`src/rtl/ex_mem_wb_pipe_pkg.sv`:
```
`default_nettype none
// ============================================================================
// Package : ex_mem_wb_pipe_pkg
// Brief   : Shared CPU widths, x0 constant and MEM/WB stage payload types.
// Revision: 1.0 - initial release
// ============================================================================
package ex_mem_wb_pipe_pkg;

  localparam int c_reg_aw = 5;
  localparam int c_xlen   = 32;
  localparam logic [c_reg_aw-1:0] c_x0 = '0;

  typedef struct packed {
    logic                reg_write;
    logic                mem_to_reg;
    logic                mem_read;
    logic                mem_write;
    logic [c_reg_aw-1:0] rd_addr;
    logic [c_xlen-1:0]   alu_res;
    logic [c_xlen-1:0]   rs2_data;
  } mem_payload_t;

  typedef struct packed {
    logic                reg_write;
    logic [c_reg_aw-1:0] rd_addr;
    logic [c_xlen-1:0]   data;
  } wb_payload_t;

  // A stage really writes the register file only if valid and not targeting x0.
  function automatic logic writes_reg(input logic valid, input logic reg_write,
                                      input logic [c_reg_aw-1:0] rd);
    return valid & reg_write & (rd != c_x0);
  endfunction

endpackage
`default_nettype wire

```
`src/rtl/ex_mem_wb_pipe.sv`:
```
`default_nettype none
// ============================================================================
// Module  : ex_mem_wb_pipe
// Brief   : MEM and WB pipeline registers with data-memory stall and a
//           saturating retired-instruction counter.
// Revision: 1.0 - initial release
// ============================================================================
module ex_mem_wb_pipe
  import ex_mem_wb_pipe_pkg::*;
#(
  parameter int unsigned CNT_W = 32
) (
  input  logic                clk_i,
  input  logic                rst_i,
  input  logic                ex_valid_i,
  input  logic                ex_flush_i,
  input  logic                ex_RegWrite_i,
  input  logic                ex_MemtoReg_i,
  input  logic                ex_MemRead_i,
  input  logic                ex_MemWrite_i,
  input  logic [c_reg_aw-1:0] ex_RDaddr_i,
  input  logic [c_xlen-1:0]   ex_ALUres_i,
  input  logic [c_xlen-1:0]   ex_RS2data_i,
  input  logic                mem_ready_i,
  input  logic [c_xlen-1:0]   mem_rdata_i,
  output logic [c_xlen-1:0]   mem_addr_o,
  output logic [c_xlen-1:0]   mem_wdata_o,
  output logic                mem_re_o,
  output logic                mem_we_o,
  output logic                MEM_RegWrite_o,
  output logic [c_reg_aw-1:0] MEM_RDaddr_o,
  output logic [c_xlen-1:0]   MEM_ALUres_o,
  output logic                WB_RegWrite_o,
  output logic [c_reg_aw-1:0] WB_RDaddr_o,
  output logic [c_xlen-1:0]   WB_data_o,
  output logic                stall_o,
  output logic [CNT_W-1:0]    retired_o
);

  logic         r_mem_valid;
  mem_payload_t r_mem;
  logic         r_wb_valid;
  wb_payload_t  r_wb;
  logic [CNT_W-1:0] r_retired;

  logic         w_stall;
  mem_payload_t w_ex_payload;

  // Loads and stores both wait on memory; a load+store pair counts as a load.
  assign w_stall = r_mem_valid & (r_mem.mem_read | r_mem.mem_write) & ~mem_ready_i;

  always_comb begin
    w_ex_payload            = '0;
    w_ex_payload.reg_write  = ex_RegWrite_i;
    w_ex_payload.mem_to_reg = ex_MemtoReg_i;
    w_ex_payload.mem_read   = ex_MemRead_i;
    w_ex_payload.mem_write  = ex_MemWrite_i;
    w_ex_payload.rd_addr    = ex_RDaddr_i;
    w_ex_payload.alu_res    = ex_ALUres_i;
    w_ex_payload.rs2_data   = ex_RS2data_i;
  end

  always_ff @(posedge clk_i or negedge rst_i) begin
    if (!rst_i) begin
      r_mem_valid <= 1'b0;
      r_mem       <= '0;
    end else if (!w_stall) begin
      r_mem_valid <= ex_valid_i & ~ex_flush_i;
      r_mem       <= w_ex_payload;
    end
  end

  // A stalled MEM stage emits a bubble into WB; WB payload is simply held.
  always_ff @(posedge clk_i or negedge rst_i) begin
    if (!rst_i) begin
      r_wb_valid <= 1'b0;
      r_wb       <= '0;
    end else if (w_stall) begin
      r_wb_valid <= 1'b0;
    end else begin
      r_wb_valid     <= r_mem_valid;
      r_wb.reg_write <= r_mem.reg_write;
      r_wb.rd_addr   <= r_mem.rd_addr;
      r_wb.data      <= r_mem.mem_to_reg ? mem_rdata_i : r_mem.alu_res;
    end
  end

  always_ff @(posedge clk_i or negedge rst_i) begin
    if (!rst_i) begin
      r_retired <= '0;
    end else if (r_wb_valid && (r_retired != {CNT_W{1'b1}})) begin
      r_retired <= r_retired + 1'b1;
    end
  end

  assign stall_o        = w_stall;
  assign mem_addr_o     = r_mem.alu_res;
  assign mem_wdata_o    = r_mem.rs2_data;
  assign mem_re_o       = r_mem_valid & r_mem.mem_read;
  assign mem_we_o       = r_mem_valid & r_mem.mem_write;
  assign MEM_RegWrite_o = writes_reg(r_mem_valid, r_mem.reg_write, r_mem.rd_addr);
  assign MEM_RDaddr_o   = r_mem.rd_addr;
  assign MEM_ALUres_o   = r_mem.alu_res;
  assign WB_RegWrite_o  = writes_reg(r_wb_valid, r_wb.reg_write, r_wb.rd_addr);
  assign WB_RDaddr_o    = r_wb.rd_addr;
  assign WB_data_o      = r_wb.data;
  assign retired_o      = r_retired;

endmodule
`default_nettype wire
```
`config.mk`:
```
export PLATFORM = sky130hd
export DESIGN_NAME = ex_mem_wb_pipe
export DESIGN_NICKNAME = d
export VERILOG_FILES = /design/src/rtl/ex_mem_wb_pipe_pkg.sv /design/src/rtl/ex_mem_wb_pipe.sv
export SDC_FILE = /design/constraint.sdc
export NUM_CORES = 1
export LEC_CHECK = 0
export CORE_MARGIN = 2
export CORE_UTILIZATION = 30
export DETAILED_ROUTE_END_ITERATION = 8
export GPL_TIMING_DRIVEN = 0
export SETUP_SLACK_MARGIN = 0.05
export SLEW_MARGIN = 20
export SYNTH_ARGS = -nofsm -noshare
export SYNTH_HDL_FRONTEND = slang
export SYNTH_SLANG_ARGS = --single-unit
```
`constraint.sdc`:
```
create_clock -name clk_i -period 2.25 [get_ports clk_i]
set_input_delay 0.5625 -clock clk_i [delete_from_list [all_inputs] [get_ports clk_i]]
set_output_delay 0.5625 -clock clk_i [all_outputs]
set_load 0.01 [all_outputs]
```
==> impl_results.md <==
* Status: completed
* Core area at 0.0234 mm2
* Syn nets at 706
* DRC at 0
* CTS tree: built
* Post-route cell area at 0.0111 mm2
* Unrepaired setup endpoints after global routing: yes
* Most common cell after layout, fill and taps aside: clkdlybuf4s50_1
* Crit path DAT at 1620 ps
* Most used DFF post-synth: dfrtp_1
* Final setup TNS at 0 ps
* Worst endpoint required time at between 1500 and 2000 ps
* Share of cells above drive strength 1 at 31.7%
* Seq. cell area at 0.00363 mm2
* Clock Skew at 9.24 ps
* Multiplexer share of the synthesized area at 16.8%
* Startpoint Class: register
* Max VDD drop at ~0.41 mV
* Vias in the first global route at roughly 5000
* DIE WIDTH at 158 um
* Adder-Cell Fraction of Synth Area at 0.176%
* Final hold vios at 0
* Seq pwr share at 37.9%
* Synth Instances at 595
* Starting Density at 30.4%
* Io pins at 285
* Asr flop ratio synth at 100%
* WP buf/inv at 1
* Clk_lat worst skew at 420 ps
* Pwr/cell area at 759 mW/mm2
* Cells after DPL at 1199
* Clock Power Share at 34.1%
* CTS root buffer: clkbuf_16
* H-tree levels at 4
* Syn Area/Cell at 12.0 um2
* Sw Share at 26.7%
* Initial antenna violation count at 0
* Initial DRC count at 129
* P&R area growth vs syn at 55.9%
* Largest net degree at the start of global routing at 83
* Fmax at between 400 and 500 MHz
* Number of flops mapped to enable cells by yosys at 0
* Largest family of logic cells by synthesized area: multiplexers
* Slew @ Worst Pin at between 700 and 800 ps
* Crit share post-route at 97.1%
* DP Area at 0.0104 mm2
* Sequential element share of the synthesized area at 51.0%
* Vias per cell at 4.18
* Pleak at between 4 and 5 nW
* Max cap viols at 0
* Largest delay share family, worst path: flip-flops
* Tightest Hold Check Type: primary input to asynchronous set/reset pin
* Hpwl dp at roughly 14000 um
* Nets at 1018
* Number of port buffers at 284
* FF-to-FF path depth at 6
* Final GP Congestion at 0.744
* Cell depth of the worst setup path at 3
* Psw at approximately 2.2 mW
* Critical Path Sink Type: output pin
* Final cell count without fillers at between 1000 and 1500
* Critical path, cell by cell: or3_4 > o311a_1 > buf_6
* Crit Path Max Fanout at 2
* WL per Instance at 15.2 um
* CTS clock-pin slew for the worst setup and hold paths at about 60 ps
* Multi-input gate area at approximately 0.0024 mm2
* Synth Area in XOR/XNOR at 3.82%
* CTS Hold Bufs at 0
* Pwr Total at about 8.4 mW
* Rows at 56
* Antenna viol nets, final at 0
* Final setup fails at 0
* Slew headroom at 47.3%
* Post-synthesis compound-gate area fraction at 3.57%
* Max stage delay cell, worst path: dfrtp_1
* Simple-gate share of the synthesized area at 8.42%
* Final Max Slew Viols at 0
* Yosys reg bits at 145
* Minimum clock period at approximately 2200 ps
* Count of different cell masters after synthesis at 44
* Tot GR Track Use at 15.0%
* Number of synthesis warnings at 0
* Comb pwr share at approximately 28%
* DR pass1 iterations at 4
* Antenna fix cells at 0
* Via count at ~5200
* Die height at 158 um
* First-pass GRT wire length at between 20000 and 30000 um
* Worst path max stage delay at between 300 and 400 ps
* Fin util at 47.4%
* Total grt overflow at 0
* Die ar. at 0.0250 mm2
* Crit Path Category: register to output pin
* Post-Route WL at 18900 um
* Cts bufs inserted at 17
* Internal power at between 6 and 7 mW
* # clock sinks at 145
* Synthesized cell area at 0.00711 mm2
* Most frequent cells in the layout: clkdlybuf4s50_1 (278), buf_4 (148), dfrtp_1 (144), mux2_2 (77), nand2_1 (41)
* Fill cells at 2276
* Deepest clock path buffer count at 2
==> worst paths after layout <==
path                       slack [ps]             from             end
max                                70  MEM_RDaddr_o[1]  MEM_RegWrite_o
min                                80            rst_i   retired_o[26]
max reg2reg                       170     retired_o[0]   retired_o[18]
min reg2reg                       480    WB_data_o[14]   WB_data_o[14]
max in group asynchronous        1370            rst_i     r_mem_valid
min in group clk_i                480    WB_data_o[14]   WB_data_o[14]
==> cell usage after synthesis, types with 2 or more instances <==
| cell type | instances | share of area [%] |
|---|---|---|
| nand3_2 | 2 | 0.28 |
| xnor2_1 | 20 | 2.5 |
| nor3_2 | 7 | 0.98 |
| nand4b_1 | 2 | 0.25 |
| inv_1 | 5 | 0.26 |
| mux2_2 | 77 | 12 |
| nor2_1 | 3 | 0.16 |
| o311a_1 | 2 | 0.28 |
| and3_2 | 2 | 0.21 |
| mux2i_1 | 32 | 4.5 |
| dfrtp_1 | 145 | 51 |
| nor4_4 | 2 | 0.60 |
| clkbuf_1 | 13 | 0.69 |
| nand3_1 | 12 | 0.84 |
| nand4_1 | 9 | 0.79 |
| or3_1 | 2 | 0.18 |
| xor2_1 | 11 | 1.4 |
| nand2_1 | 43 | 2.3 |
| buf_4 | 138 | 15 |
| and3_1 | 3 | 0.26 |
| or3_4 | 2 | 0.32 |
| o21ai_0 | 36 | 2.5 |
| buf_2 | 4 | 0.28 |
| buf_1 | 3 | 0.16 |
==> final cells by class <==
class	instances	share of cell area (%)
plain buffers	158	10.2
clock buffers	21	4.24
clock inverters	10	1.14
inverters	6	0.203
multi-input cells	285	21.3
flip-flops and latches	145	32.7
well taps	319	3.60
repair buffers	294	26.5
==> power groups by stage <==
stage	combinational, mW	clock (mW)	sequential [mW]
after floorplan	1.15	0	3.19
after global placement	2.33	0	3.24
after detailed placement	2.35	0	3.25
after CTS	2.40	2.98	3.20
after global routing	2.53	3.08	3.25
final	2.35	2.87	3.19
==> state kept, by name (all words and copies together) (netlist names) <==
name	flops
r_mem_valid	1
retired_o	32
r_wb	1
WB_RDaddr_o	5
r_wb_valid	1
MEM_RDaddr_o	5
MEM_ALUres_o	32
mem_wdata_o	32
r_mem	4
WB_data_o	32
==> metal layers <==
| metal | vias to the layer above | track usage, % | routed length, um |
|---|---|---|---|
| met5 | - | 0 | 0 |
| met4 | 0 | 4.46 | 232 |
| met3 | 18 | 5.04 | 1270 |
| met2 | 155 | 23.9 | 9210 |
| met1 | 2480 | 19.3 | 8160 |
| li1 | 2516 | - | - |
==> logic make-up after synthesis <==
logic type	Yosys count
flops	145
compound gates	43
mux	110
buf+inv	165
fa+ha+maj	1
xor+xnor	31
simple gates	100
==> through the flow <==
stage	setup slack (ps)	hold WS, ps
5_1_grt	-1.80	108
4_1_cts	34.8	84.1
2_1_floorplan	210	267
3_5_place_dp	-1530	471
6_report	66.1	75.3
3_3_place_gp	-5900	463
==> what timing repair did <==
item,in CTS,in global routing
pin swaps,3,2
cloned,0,0
gates resized for setup,23,7
buffers inserted,8,1
setup endpoints to repair,117,5
Note: power is estimated with default switching activity, not from simulation.
==> edit: new RTL, config.mk and constraints unchanged <==
Put one more register stage on the output `retired_o`. The value now appears one clock later. The other outputs are not delayed to match.
--- a/src/rtl/ex_mem_wb_pipe.sv
+++ b/src/rtl/ex_mem_wb_pipe.sv
@@ -105,5 +105,7 @@
   assign WB_RDaddr_o    = r_wb.rd_addr;
   assign WB_data_o      = r_wb.data;
-  assign retired_o      = r_retired;
+  always_ff @(posedge clk_i) begin
+    retired_o <= r_retired;
+  end
 
 endmodule
Formal check against the unedited RTL: not equivalent (Yosys sat finds a counterexample within 4 cycles, from zero or initial values and one cycle with rst_i low).
==> edit against the unedited design <==
Fmax is 0.46% lower. Cell count is 5.7% higher. Combinational power is 3% higher. Largest power group unchanged. Sequential power is 20% higher. Total power is 11% higher. Setup slack worse by 0.010 ns. Routed wire length is 6.4% higher. Design area is 6.7% higher. Synthesized area is 8.2% higher. Sequential cell count is 32 higher. Clock skew is 0.0054 ns higher. Clock power is 6% higher. Critical path depth stayed put.
==> edit: results (changes against the unedited design) <==
Comb group 2.42 mW (+3%); Worst VDD drop 0.000397 V (-3.9%); area share of buffers outside the clock network 35.3% (-1.5 points); post-synthesis compound-gate area fraction 3.54% (-0.027 points); asr flop ratio synth 81.9% (-18 points); Final Skew 0.0146 ns (+0.00535 ns); core box area 25200 µm² (+7.6%); top cells by area, synth dfrtp_1 47%, buf_4 13%, mux2_2 11%, dfxtp_1 8.3%, mux2i_1 4.2%; xor and xnor area share after synthesis 3.30% (-0.52 points); Placed Area 11000 µm² (+5.9%); bufs w/o clock 463 (+2.4%); share of cells above drive strength 1 30.1% (-1.5 points); GP Congestion 0.751 (+0.97%); Reg area 4280 µm² (+18%); Final HPWL DP 14.8 mm (+5.7%); met2 WL 10.0 mm (+8.6%); clkbuf count 17 (-19%); P_leak 5.15 nW (+6.5%); number of sequential cells 177 (+22%); drt wl/cell 15.3 µm (+0.60%); largest net degree at the start of global routing 76 (-8.4%); metal1 wirelength 8.37 mm (+2.7%); syn nets 754 (+6.8%); Synth top cells by count 145 x dfrtp_1, 138 x buf_4, 78 x mux2_2, 45 x nand2_1, 36 x o21ai_0; inverters 9 (+3); M3 GR Usage 5.33% (+0.29 points); ClkCell Share 5.26% (-0.13 points); WHS 0.0775 ns (+0.00219 ns); R2R Setup Slk 0.15 ns (-0.02 ns); All-Layer GR Usage 15.0% (-0.032 points); Cell Count Post-Placement 1259 (+5.0%); Comb power frac 26.0% (-1.9 points); vias in the first global route 5557 (+10%); Post-Synth Adder-Cell Area 0.163% (-0.013 points); post-synthesis cell count 643 (+8.1%); Initial DRC Count 237 (+84%); multi-input combinational area share 19.5% (-1.8 points); library cells used by synthesis 33 (-25%); met1 Use GR 18.4% (-0.94 points); drt first pass iters 5 (+1); Area growth, synth to finish 53.7%; post-route insts no fill 1309 (+5.7%); fraction of synthesized area in multiplexers 15.6% (-1.3 points); RR Endpoint r_retired[7]; r2r startpoint r_retired[9]; Least-Margin Pin Slew 0.948 ns (+0.157 ns); status complete, no violations; multi-input gate count 298 (+4.6%); Sequential Power Share 41.2% (+3.3 points); dpl ws -1.80 ns (-0.269 ns); M2 GR Usage 25.1% (+1.2 points); filler instances 2338 (+2.7%); worst-path maximum fanout 2 (unchanged); first-pass GRT wire length 30.8 mm (+8.3%); final net count 1077 (+5.8%); clock-pin slew on the worst setup and hold paths 0.08 ns (+0.02 ns); WL met3 1.49 mm (+17%); Vias/cell 4.21 (+0.94%)
[edit: worst max-delay path by stage]
stage,slack [ns],end,cells past startpoint,start
2_1_floorplan,0.11,stall_o,3,mem_ready_i
4_1_cts,0.02,MEM_RegWrite_o,3,MEM_RDaddr_o[1]
3_3_place_gp,-5.77,mem_wdata_o[16],1,rst_i
6_report,0.06,WB_RegWrite_o,3,WB_RDaddr_o[1]
3_5_place_dp,-1.80,stall_o,6,mem_ready_i
5_1_grt,-0.02,WB_RegWrite_o,3,WB_RDaddr_o[1]
[edit: cells by family (layout without fill, tap and decap cells)]
logic type,count (synthesis),in the layout
AOI/OAI and AO/OA,46,46
adders and majority gates,1,1
and+or+nand+nor,112,112
buffers and inverters,168,504
muxes,110,110
xor gates and xnor gates,29,29
DFF,177,177
[edit: repair_timing]
action                                 CTS  global route
endpoints found under the hold margin    0             0
setup buffers                           12             6
setup endpoints to repair               76            25
resized for setup                       27            13
pin swaps                                5             7
